File: src/rtl/pipe_pkg.sv
// Shared pipeline definitions.
// Holds the IF-stage state encoding, PC arithmetic constants, the default
// bubble word and the PC helper functions used by the fetch stage.
package pipe_pkg;

    localparam int unsigned PC_W    = 32;
    localparam int unsigned INST_W  = 32;
    localparam int unsigned PC_STEP = 4;

    // Default bubble word written into IF/ID.
    localparam logic [INST_W-1:0] DEFAULT_NOP_INST = 32'h0000_0000;

    // FETCH: request outstanding; HELD: word parked in the hold buffer.
    typedef enum logic {
        FETCH = 1'b0,
        HELD  = 1'b1
    } if_state_t;

    // Sequential PC; wraps modulo 2^PC_W.
    function automatic logic [PC_W-1:0] pc_inc(input logic [PC_W-1:0] pc);
        return pc + PC_W'(PC_STEP);
    endfunction

    // Force word alignment of a PC or redirect target.
    function automatic logic [PC_W-1:0] pc_align(input logic [PC_W-1:0] addr);
        return addr & ~PC_W'(PC_STEP - 1);
    endfunction

endpackage

File: src/rtl/pipe_if_holdbuf.sv
// One-entry hold buffer for the fetch stage.
// Parks an instruction word that returned while ID was stalled.
// Ports:
//   clock, resetn     clock and synchronous active-low reset
//   load, load_data   capture a word (buffer becomes valid)
//   drain             hand the word onward (buffer becomes empty)
//   flush             drop the contents; wins over load and drain
//   hb_valid, hb_data buffer contents
module pipe_if_holdbuf
    import pipe_pkg::*;
#(
    parameter int unsigned DATA_W = INST_W
) (
    input  logic              clock,
    input  logic              resetn,
    input  logic              load,
    input  logic [DATA_W-1:0] load_data,
    input  logic              drain,
    input  logic              flush,
    output logic              hb_valid,
    output logic [DATA_W-1:0] hb_data
);

    // Valid flag and payload; payload only changes on load.
    always_ff @(posedge clock) begin
        if (!resetn) begin
            hb_valid <= 1'b0;
            hb_data  <= '0;
        end else if (flush) begin
            hb_valid <= 1'b0;
        end else if (load) begin
            hb_valid <= 1'b1;
            hb_data  <= load_data;
        end else if (drain) begin
            hb_valid <= 1'b0;
        end
    end

endmodule

File: src/rtl/pipe_if_stage.sv
// Instruction-fetch stage: owns the PC, drives the instruction-memory
// request and writes the IF/ID pipeline register. Obeys the control unit's
// stall enable (IFwip) and redirect (IFwillJump). A one-entry hold buffer
// keeps a word that returned from memory while ID was stalled.
// Ports:
//   clock, resetn             clock and synchronous active-low reset
//   IFwip                     PC / IF-ID write enable (0 = stall)
//   IFwillJump, MEMjumpTarget redirect request and target from MEM
//   imem_addr, imem_req       fetch address (= pc) and request (= FETCH)
//   imem_rdata, imem_ready    returned instruction word and its strobe
//   IDinst, IDpc4, IDvalid    IF/ID pipeline register
// Optional feature macro PIPE_IF_PERF_EN adds perf_stall_cycles and
// perf_redirects wrap-around counters.
module pipe_if_stage
    import pipe_pkg::*;
#(
    parameter logic [PC_W-1:0]   RESET_PC = 32'h0000_0000,
    parameter logic [INST_W-1:0] NOP_INST = DEFAULT_NOP_INST
) (
    input  logic              clock,
    input  logic              resetn,
    input  logic              IFwip,
    input  logic              IFwillJump,
    input  logic [PC_W-1:0]   MEMjumpTarget,
    output logic [PC_W-1:0]   imem_addr,
    output logic              imem_req,
    input  logic [INST_W-1:0] imem_rdata,
    input  logic              imem_ready,
    output logic [INST_W-1:0] IDinst,
    output logic [PC_W-1:0]   IDpc4,
    output logic              IDvalid
`ifdef PIPE_IF_PERF_EN
    ,
    output logic [31:0]       perf_stall_cycles,
    output logic [31:0]       perf_redirects
`endif
);

    logic [PC_W-1:0]   pc;
    logic [PC_W-1:0]   pc_plus4;
    if_state_t         state;

    logic              hb_load;
    logic              hb_drain;
    logic              hb_flush;
    logic              hb_valid;
    logic [INST_W-1:0] hb_data;

    // Memory interface is driven straight from registers.
    assign imem_addr = pc;
    assign imem_req  = (state == FETCH);
    assign pc_plus4  = pc_inc(pc);

    // Hold-buffer controls mirror the priority of the main state update.
    always_comb begin
        hb_flush = 1'b0;
        hb_load  = 1'b0;
        hb_drain = 1'b0;
        if (IFwillJump) begin
            hb_flush = 1'b1;
        end else if (state == FETCH) begin
            hb_load = imem_ready && !IFwip;
        end else begin
            hb_drain = IFwip;
        end
    end

    pipe_if_holdbuf #(
        .DATA_W (INST_W)
    ) u_holdbuf (
        .clock     (clock),
        .resetn    (resetn),
        .load      (hb_load),
        .load_data (imem_rdata),
        .drain     (hb_drain),
        .flush     (hb_flush),
        .hb_valid  (hb_valid),
        .hb_data   (hb_data)
    );

    // PC, fetch FSM and IF/ID register: reset > redirect > stall > wait > advance.
    always_ff @(posedge clock) begin
        if (!resetn) begin
            pc      <= pc_align(RESET_PC);
            state   <= FETCH;
            IDinst  <= NOP_INST;
            IDpc4   <= '0;
            IDvalid <= 1'b0;
        end else if (IFwillJump) begin
            // Any word returning this cycle belongs to the squashed path.
            pc      <= pc_align(MEMjumpTarget);
            state   <= FETCH;
            IDinst  <= NOP_INST;
            IDvalid <= 1'b0;
        end else begin
            unique case (state)
                FETCH: begin
                    if (IFwip) begin
                        if (imem_ready) begin
                            IDinst  <= imem_rdata;
                            IDpc4   <= pc_plus4;
                            IDvalid <= 1'b1;
                            pc      <= pc_plus4;
                        end else begin
                            IDinst  <= NOP_INST;
                            IDvalid <= 1'b0;
                        end
                    end else if (imem_ready) begin
                        // ID is stalled: park the word, drop the request.
                        state <= HELD;
                    end
                end
                HELD: begin
                    // Memory is not re-accessed; the parked word goes to ID.
                    if (IFwip) begin
                        IDinst  <= hb_data;
                        IDpc4   <= pc_plus4;
                        IDvalid <= hb_valid;
                        pc      <= pc_plus4;
                        state   <= FETCH;
                    end
                end
            endcase
        end
    end

`ifdef PIPE_IF_PERF_EN
    // Stall and redirect event counters; wrap on overflow.
    always_ff @(posedge clock) begin
        if (!resetn) begin
            perf_stall_cycles <= '0;
            perf_redirects    <= '0;
        end else if (IFwillJump) begin
            perf_redirects    <= perf_redirects + 32'd1;
        end else if (!IFwip) begin
            perf_stall_cycles <= perf_stall_cycles + 32'd1;
        end
    end
`endif

endmodule

File: config.mk
export PLATFORM = sky130hd
export DESIGN_NAME = pipe_if_stage
export DESIGN_NICKNAME = d
export VERILOG_FILES = /design/src/rtl/pipe_pkg.sv /design/src/rtl/pipe_if_holdbuf.sv /design/src/rtl/pipe_if_stage.sv
export SDC_FILE = /design/constraint.sdc
export NUM_CORES = 1
export LEC_CHECK = 0
export BUFFER_PORTS_ARGS = -buffer_cell sky130_fd_sc_hd__buf_2
export CAP_MARGIN = 10
export CORE_MARGIN = 5
export CORE_UTILIZATION = 52
export DETAILED_ROUTE_END_ITERATION = 8
export GPL_TIMING_DRIVEN = 0
export PLACE_DENSITY_LB_ADDON = 0.15
export RECOVER_POWER = 50
export SYNTH_ARGS = -nofsm -noshare
export SYNTH_HDL_FRONTEND = slang
export SYNTH_SLANG_ARGS = --single-unit
File: constraint.sdc
create_clock -name clock -period 2.85 [get_ports clock]
set_input_delay 0 -clock clock [delete_from_list [all_inputs] [get_ports clock]]
set_output_delay 0 -clock clock [all_outputs]
set_load 0.1 [all_outputs]
==> flow_summary.yaml, run 1 <==
sta:
  fin_skew_ns: 0.004970
  fin_crit_sh_pct: 89.61
  slew_violations: 0
  fin_setup_tns_ns: 0
  rsz0062_at_grt: "no"
  max_freq_ghz: 0.3916
  setup_viol: 0
  max-slew-margin-rel_pct: 19.97
  period_minus_slack_ns: 2.554
  hold_viol: 0
  worst_slew_pin_slew_ns: 1.206
setup_path:
  crit_fanout: 10
  ff2ff_setup_slack_ns: 0.30
  crit_chain: "ha_1, and3_1, nand4_1, clkbuf_1, or3_1, o2111a_1"
  critPathKind: "register to register"
  worstPathArrival_ns: 2.85
  crit_path_max_incr_delay_ns: 0.53
  crit_slowest_cell: "dfxtp_1"
  cp.required_ns: 3.15
  startpoint_type: "register"
  cp-end-kind: "register"
power:
  power_mw: 5.075
  ir_drop_uv: 401.4
  p_per_area_nw_per_um2: 640.7
  leakagePower_nw: 2.864
floorplan:
  coreArea_um2: 10980
  die_height_um: 116.3
  dieWidth_um: 116.3
  start_util_pct: 53.52
  dieArea_um2: 13530
  rows: 38
  io_pins: 167
global_routing:
  grt_pass1_vias: 6475
  grt_first_pass_wirelength_um: 31850
  overflow: 0
  grt_max_degree: 17
  antenna_found_initial: 0
  grt_usage_pct: 29.55
routing:
  postRouteWirelength_um: 20290
  vias_per_cell: 5.957
  postRouteAntennaNets: 0
  drtIter0Drc: 728
  drt_pass1_iterations: 5
  num_vias: 6726
  drc: 0
  wire_per_inst_um: 17.97
placed_design:
  place_area_um2: 6860
  post-dp-hpwl_um: 13900
  port-buffer-count: 159
  gp_congestion: 1.010
  dp_cells: 1037
clocking:
  clk-insertion-delay-late_ns: 0.41
  cts_buffers: 17
  cts_root_buf: "clkbuf_16"
  path_clk_slew_ns: 0.06
  htree_levels: 4
  cts_sinks: 127
  postCtsSetupRepairBufs: 0
  cts_tree: "built"
  clock_path_buffers: 2
yosys:
  seq_area_frac_synth_pct: 43.25
  synth.avg_cell_area_um2: 7.997
  syn_area_um2: 5878
  synth_cells: 735
  synth-seq-cells: 127
  ys_warn_count: 0
  synth_cell_types: 40
run:
  max-cap-violations: 0
final_layout:
  stdcell_area_um2: 7921
  nNetsFinal: 1048
  layoutNonFillerInstCount: 1129
  drive_gt1_share_pct: 11.12
  finish.utilization_pct: 72.12
  areaGrowthSynthToFinish_pct: 34.76
  diodes: 0
status:
  status: "finished clean"
hold_path:
  min_path_type: "input port to register"
Yosys cell counts:
library cell | count | area share, %
dfxtp_1 | 127 | 43
nand2_1 | 86 | 5.5
a21oi_1 | 80 | 6.8
clkbuf_1 | 62 | 4.0
nor2_1 | 56 | 3.6
o21ai_0 | 56 | 4.8
a211oi_1 | 46 | 5.9
and3_1 | 36 | 3.8
a31oi_1 | 21 | 2.2
nand3_1 | 16 | 1.4
or4_1 | 16 | 2.0
nor3_1 | 15 | 1.3
or3_1 | 15 | 1.6
xnor2_1 | 14 | 2.1
o31ai_1 | 13 | 1.7
and4_1 | 11 | 1.6
nor4_1 | 9 | 0.96
nand4_1 | 8 | 0.85
xor2_1 | 8 | 1.2
buf_4 | 5 | 0.64
a311oi_1 | 4 | 0.60
buf_2 | 4 | 0.34
inv_1 | 4 | 0.26
buf_1 | 2 | 0.13
mux2i_1 | 2 | 0.34
nand3_2 | 2 | 0.34
nand4_4 | 2 | 0.72
o2111a_1 | 2 | 0.38
o211ai_1 | 2 | 0.26
a22oi_1 | 1 | 0.13
a32oi_1 | 1 | 0.15
conb_1 | 1 | 0.064
ha_1 | 1 | 0.21
nand2b_1 | 1 | 0.11
o21a_1 | 1 | 0.13
o21ai_1 | 1 | 0.085
o31a_1 | 1 | 0.15
o41ai_1 | 1 | 0.15
or4_4 | 1 | 0.19
or4b_2 | 1 | 0.17
worst paths after layout:
| path | cells past startpoint | startpoint | to |
|---|---|---|---|
| setup / recovery | 6 | imem_addr[2] | imem_addr[16] |
| hold / removal | 5 | resetn | IDpc4[31] |
| setup reg to reg | 6 | imem_addr[2] | imem_addr[16] |
| hold reg to reg | 2 | u_holdbuf.hb_data[23] | u_holdbuf.hb_data[23] |
through the flow:
step,hold slack [ns],setup WS [ns]
after floorplan,0.1360,0.0005949
after global placement,0.2501,0.3880
after detailed placement,0.2536,0.2923
after CTS,0.06211,0.2158
after global routing,0.1462,0.2374
final,0.08949,0.2961
kinds of logic (layout without fill, tap and decap cells):
| group | count (synthesis) | after routing | synth area share (%) |
|---|---|---|---|
| simple gates | 275 | 275 | 24.16 |
| compound gates | 230 | 230 | 23.37 |
| flops | 127 | 127 | 43.25 |
| buf+inv | 77 | 328 | 5.321 |
| xor+xnor | 22 | 22 | 3.278 |
| mux | 2 | 2 | 0.3406 |
| fa+ha+maj | 1 | 1 | 0.2128 |
| other cells | 1 | 4 | 0.06380 |
critical path, delay by kind of cell, from the launching register on:
family	cells	cell delay, ns
DFF	1	0.53
buffers and inverters	1	0.35
and+or+nand+nor	3	1.07
AOI/OAI and AO/OA	1	0.15
adders and majority gates	1	0.33
flip-flops by register name (all words and copies together) (netlist names):
signal,cells
IDvalid,1
u_holdbuf.hb_valid,1
u_holdbuf.hb_data,32
IDinst,32
imem_addr,30
IDpc4,30
state,1
report_power, final:
group / internal, mW / switching (mW)
Sequential: 1.86 / 0.0799
Combinational: 0.234 / 0.828
Clock: 1.27 / 0.803
Total: 3.36 / 1.71
metal layers:
| metal | part of all wire [%] | global-route usage (%) |
|---|---|---|
| met2 | 46 | 46.91 |
| met4 | 2.4 | 10.75 |
| met5 | 0 | 0 |
| met1 | 41 | 39.12 |
| met3 | 11 | 7.306 |
cells in the final DEF (no fill, tap or decap), types with 2 or more instances in the layout:
| cell type | count |
|---|---|
| a211oi_1 | 46 |
| a21oi_1 | 80 |
| a311oi_1 | 4 |
| a31oi_1 | 21 |
| and3_1 | 36 |
| and4_1 | 11 |
| buf_1 | 2 |
| buf_2 | 69 |
| buf_4 | 5 |
| bufinv_16 | 2 |
| clkbuf_1 | 157 |
| clkbuf_16 | 17 |
| clkinv_2 | 6 |
| clkinv_4 | 2 |
| clkinvlp_4 | 2 |
| conb_1 | 4 |
| dfxtp_1 | 127 |
| dlygate4sd3_1 | 62 |
| inv_1 | 4 |
| mux2i_1 | 2 |
| nand2_1 | 86 |
| nand3_1 | 16 |
| nand3_2 | 2 |
| nand4_1 | 8 |
| nand4_4 | 2 |
| nor2_1 | 56 |
| nor3_1 | 15 |
| nor4_1 | 8 |
| o2111a_1 | 2 |
| o211ai_1 | 2 |
| o21ai_0 | 56 |
| o31ai_1 | 13 |
| or3_1 | 15 |
| or4_1 | 16 |
| xnor2_1 | 14 |
| xor2_1 | 8 |
area by class of cell:
type | instances | area, um^2
clock buffer | 18 | 429.2
inverter | 4 | 15.01
clock inverter | 12 | 122.6
timing repair buffer | 221 | 1300
fill | 912 | 3062
tap | 140 | 175.2
multi-input combinational | 534 | 3040
buffer | 73 | 296.5
sequential | 127 | 2542
repair_timing:
action | CTS | global route
hold buffers | 62 | 0
hold endpoints to repair | 62 | 0
resized for setup | 0 | 0
setup endpoints to repair | 0 | 0
No activity file was read; power rests on OpenSTA's default activity.
==> inputs of run 2 (changes only) <==
- REMOVE_ABC_BUFFERS: default -> 1
==> run 2 against run 1 <==
  * Global-route usage is 4.0 points lower
  * First-iteration DRC count shrank 26%
  * Final cell count shrank 5.6%
  * Largest cell class unchanged
  * Combinational power fell by 5%
==> flow_summary.yaml, run 2 (synthesis results as in run 1) <==
clocking:
  path_clk_slew_ns: 0.06
  htree_levels: 4
  cts_tree: "built"
  clock_path_buffers: 2
  postCtsSetupRepairBufs: 0
  cts_sinks: 127
  cts_root_buf: "clkbuf_16"
  clk-insertion-delay-late_ns: 0.42
  cts_buffers: 17
sta:
  slew_violations: 0
  fin_crit_sh_pct: 94.31
  period_minus_slack_ns: 2.688
  worst_slew_pin_slew_ns: 1.254
  max_freq_ghz: 0.3721
  whs_ns: 0.1815
  max-slew-margin-rel_pct: 16.74
  rsz0062_at_grt: "no"
  setup_viol: 0
  hold_viol: 0
  fin_skew_ns: 0.006489
placed_design:
  gp_congestion: 0.8114
  port-buffer-count: 160
  dp_cells: 969
  post-dp-hpwl_um: 10660
global_routing:
  overflow: 0
  grt_first_pass_wirelength_um: 27720
  grt_pass1_vias: 5605
  grt_max_degree: 72
  grt_usage_pct: 25.56
  antenna_found_initial: 0
hold_path:
  worstHoldStart: "IFwillJump"
  min_path_type: "input port to register"
final_layout:
  nNetsFinal: 982
  multi_input_area_um2: 3050
  largestRegisters: "IDinst: 32 flops, u_holdbuf.hb_data: 32 flops"
  drive_gt1_share_pct: 12.00
  fillers: 932
  final_cell_mix: "dfxtp_1, clkbuf_1, nand2_1"
  final-seq-area_um2: 2542
  final_common_cell: "dfxtp_1"
  finish.utilization_pct: 70.76
  layoutNonFillerInstCount: 1066
  areaGrowthSynthToFinish_pct: 32.21
routing:
  wl_met1_um: 7305
  route.met2.wl_um: 8332
  highest_layer: "met4"
  postRouteAntennaNets: 0
  drtIter0Drc: 536
  vias_per_cell: 5.807
  wire_per_inst_um: 16.29
  drt_pass1_iterations: 5
  num_vias: 6190
  postRouteWirelength_um: 17370
  drc: 0
  dr_wl_met3_um: 1334
setup_path:
  crit_start: "state"
  timing.rr.start: "state"
  ff2ff_setup_slack_ns: 0.16
  startpoint_type: "register"
  critPathKind: "register to register"
  cp.required_ns: 3.19
  cp-end-kind: "register"
  crit_fanout: 19
  worstPathArrival_ns: 3.02
power:
  p_per_area_nw_per_um2: 652.1
  ir_drop_uv: 448.8
  power_mw: 5.068
  leakagePower_nw: 2.818
floorplan:
  rows: 38
  start_util_pct: 53.52
  die_height_um: 116.3
  dieWidth_um: 116.3
  dieArea_um2: 13530
  io_pins: 167
  coreArea_um2: 10980
status:
  status: "finished clean"
run:
  max-cap-violations: 0
[run 2: cell types whose count changed in the layout (fill, tap and decap cells not counted), sizes merged]
| cell | change |
|---|---|
| clkinvlp | -2 |
| clkinv | -4 |
| diode | +1 |
| buf | -6 |
| bufinv | -1 |
| clkbuf | -51 |
[run 2: critical path, stage by stage (launching register included)]
cell and delay [ns]:
dfxtp_1 0.81, o21a_1 0.42, nand3_2 0.42, or4b_2 0.74, a31oi_1 0.21
[run 2: where the power goes]
part | switching (mW) | internal [mW]
registers | 0.0970 | 1.86
logic | 0.780 | 0.226
clock network | 0.745 | 1.36
[run 2: final cells by class]
type | instances | share of cell area (%)
Timing Repair Buffer | 228 | 18.05
Multi-Input combinational cell | 534 | 39.25
Inverter | 4 | 0.1932
Clock buffer | 27 | 6.859
Tap cell | 140 | 2.254
Sequential cell | 127 | 32.72
Clock inverter | 5 | 0.6440
Antenna cell | 1 | 0.03220
[run 2: metal layers]
metal | track usage, % | vias up
li1 | - | 3043
met2 | 41.46 | 270
met4 | 10.98 | 0
met3 | 5.440 | 39
met5 | 0 | -
met1 | 32.94 | 2838
[run 2: stage by stage]
stage	area (um^2)	TNS (ns)	setup slack (ns)
after floorplan	5592	-20.15	-0.8354
after global placement	6568	-117.94	-2.711
after detailed placement	6669	-0.4230	-0.1713
after CTS	7878	0	0.1977
after global routing	7769	0	0.06298
final	7771	0	0.1622
[run 2: path summary, 6_finish.rpt]
check,to,depth (start not counted)
max,imem_addr[29],4
min,imem_addr[28],3
max reg2reg,imem_addr[29],4
min reg2reg,u_holdbuf.hb_data[9],2
[run 2: repair_timing]
item / in CTS / in global routing
setup endpoints to repair: 1 / 0
endpoints found under the hold margin: 62 / 0
gates resized for setup: 1 / 0
hold buffers: 62 / 0
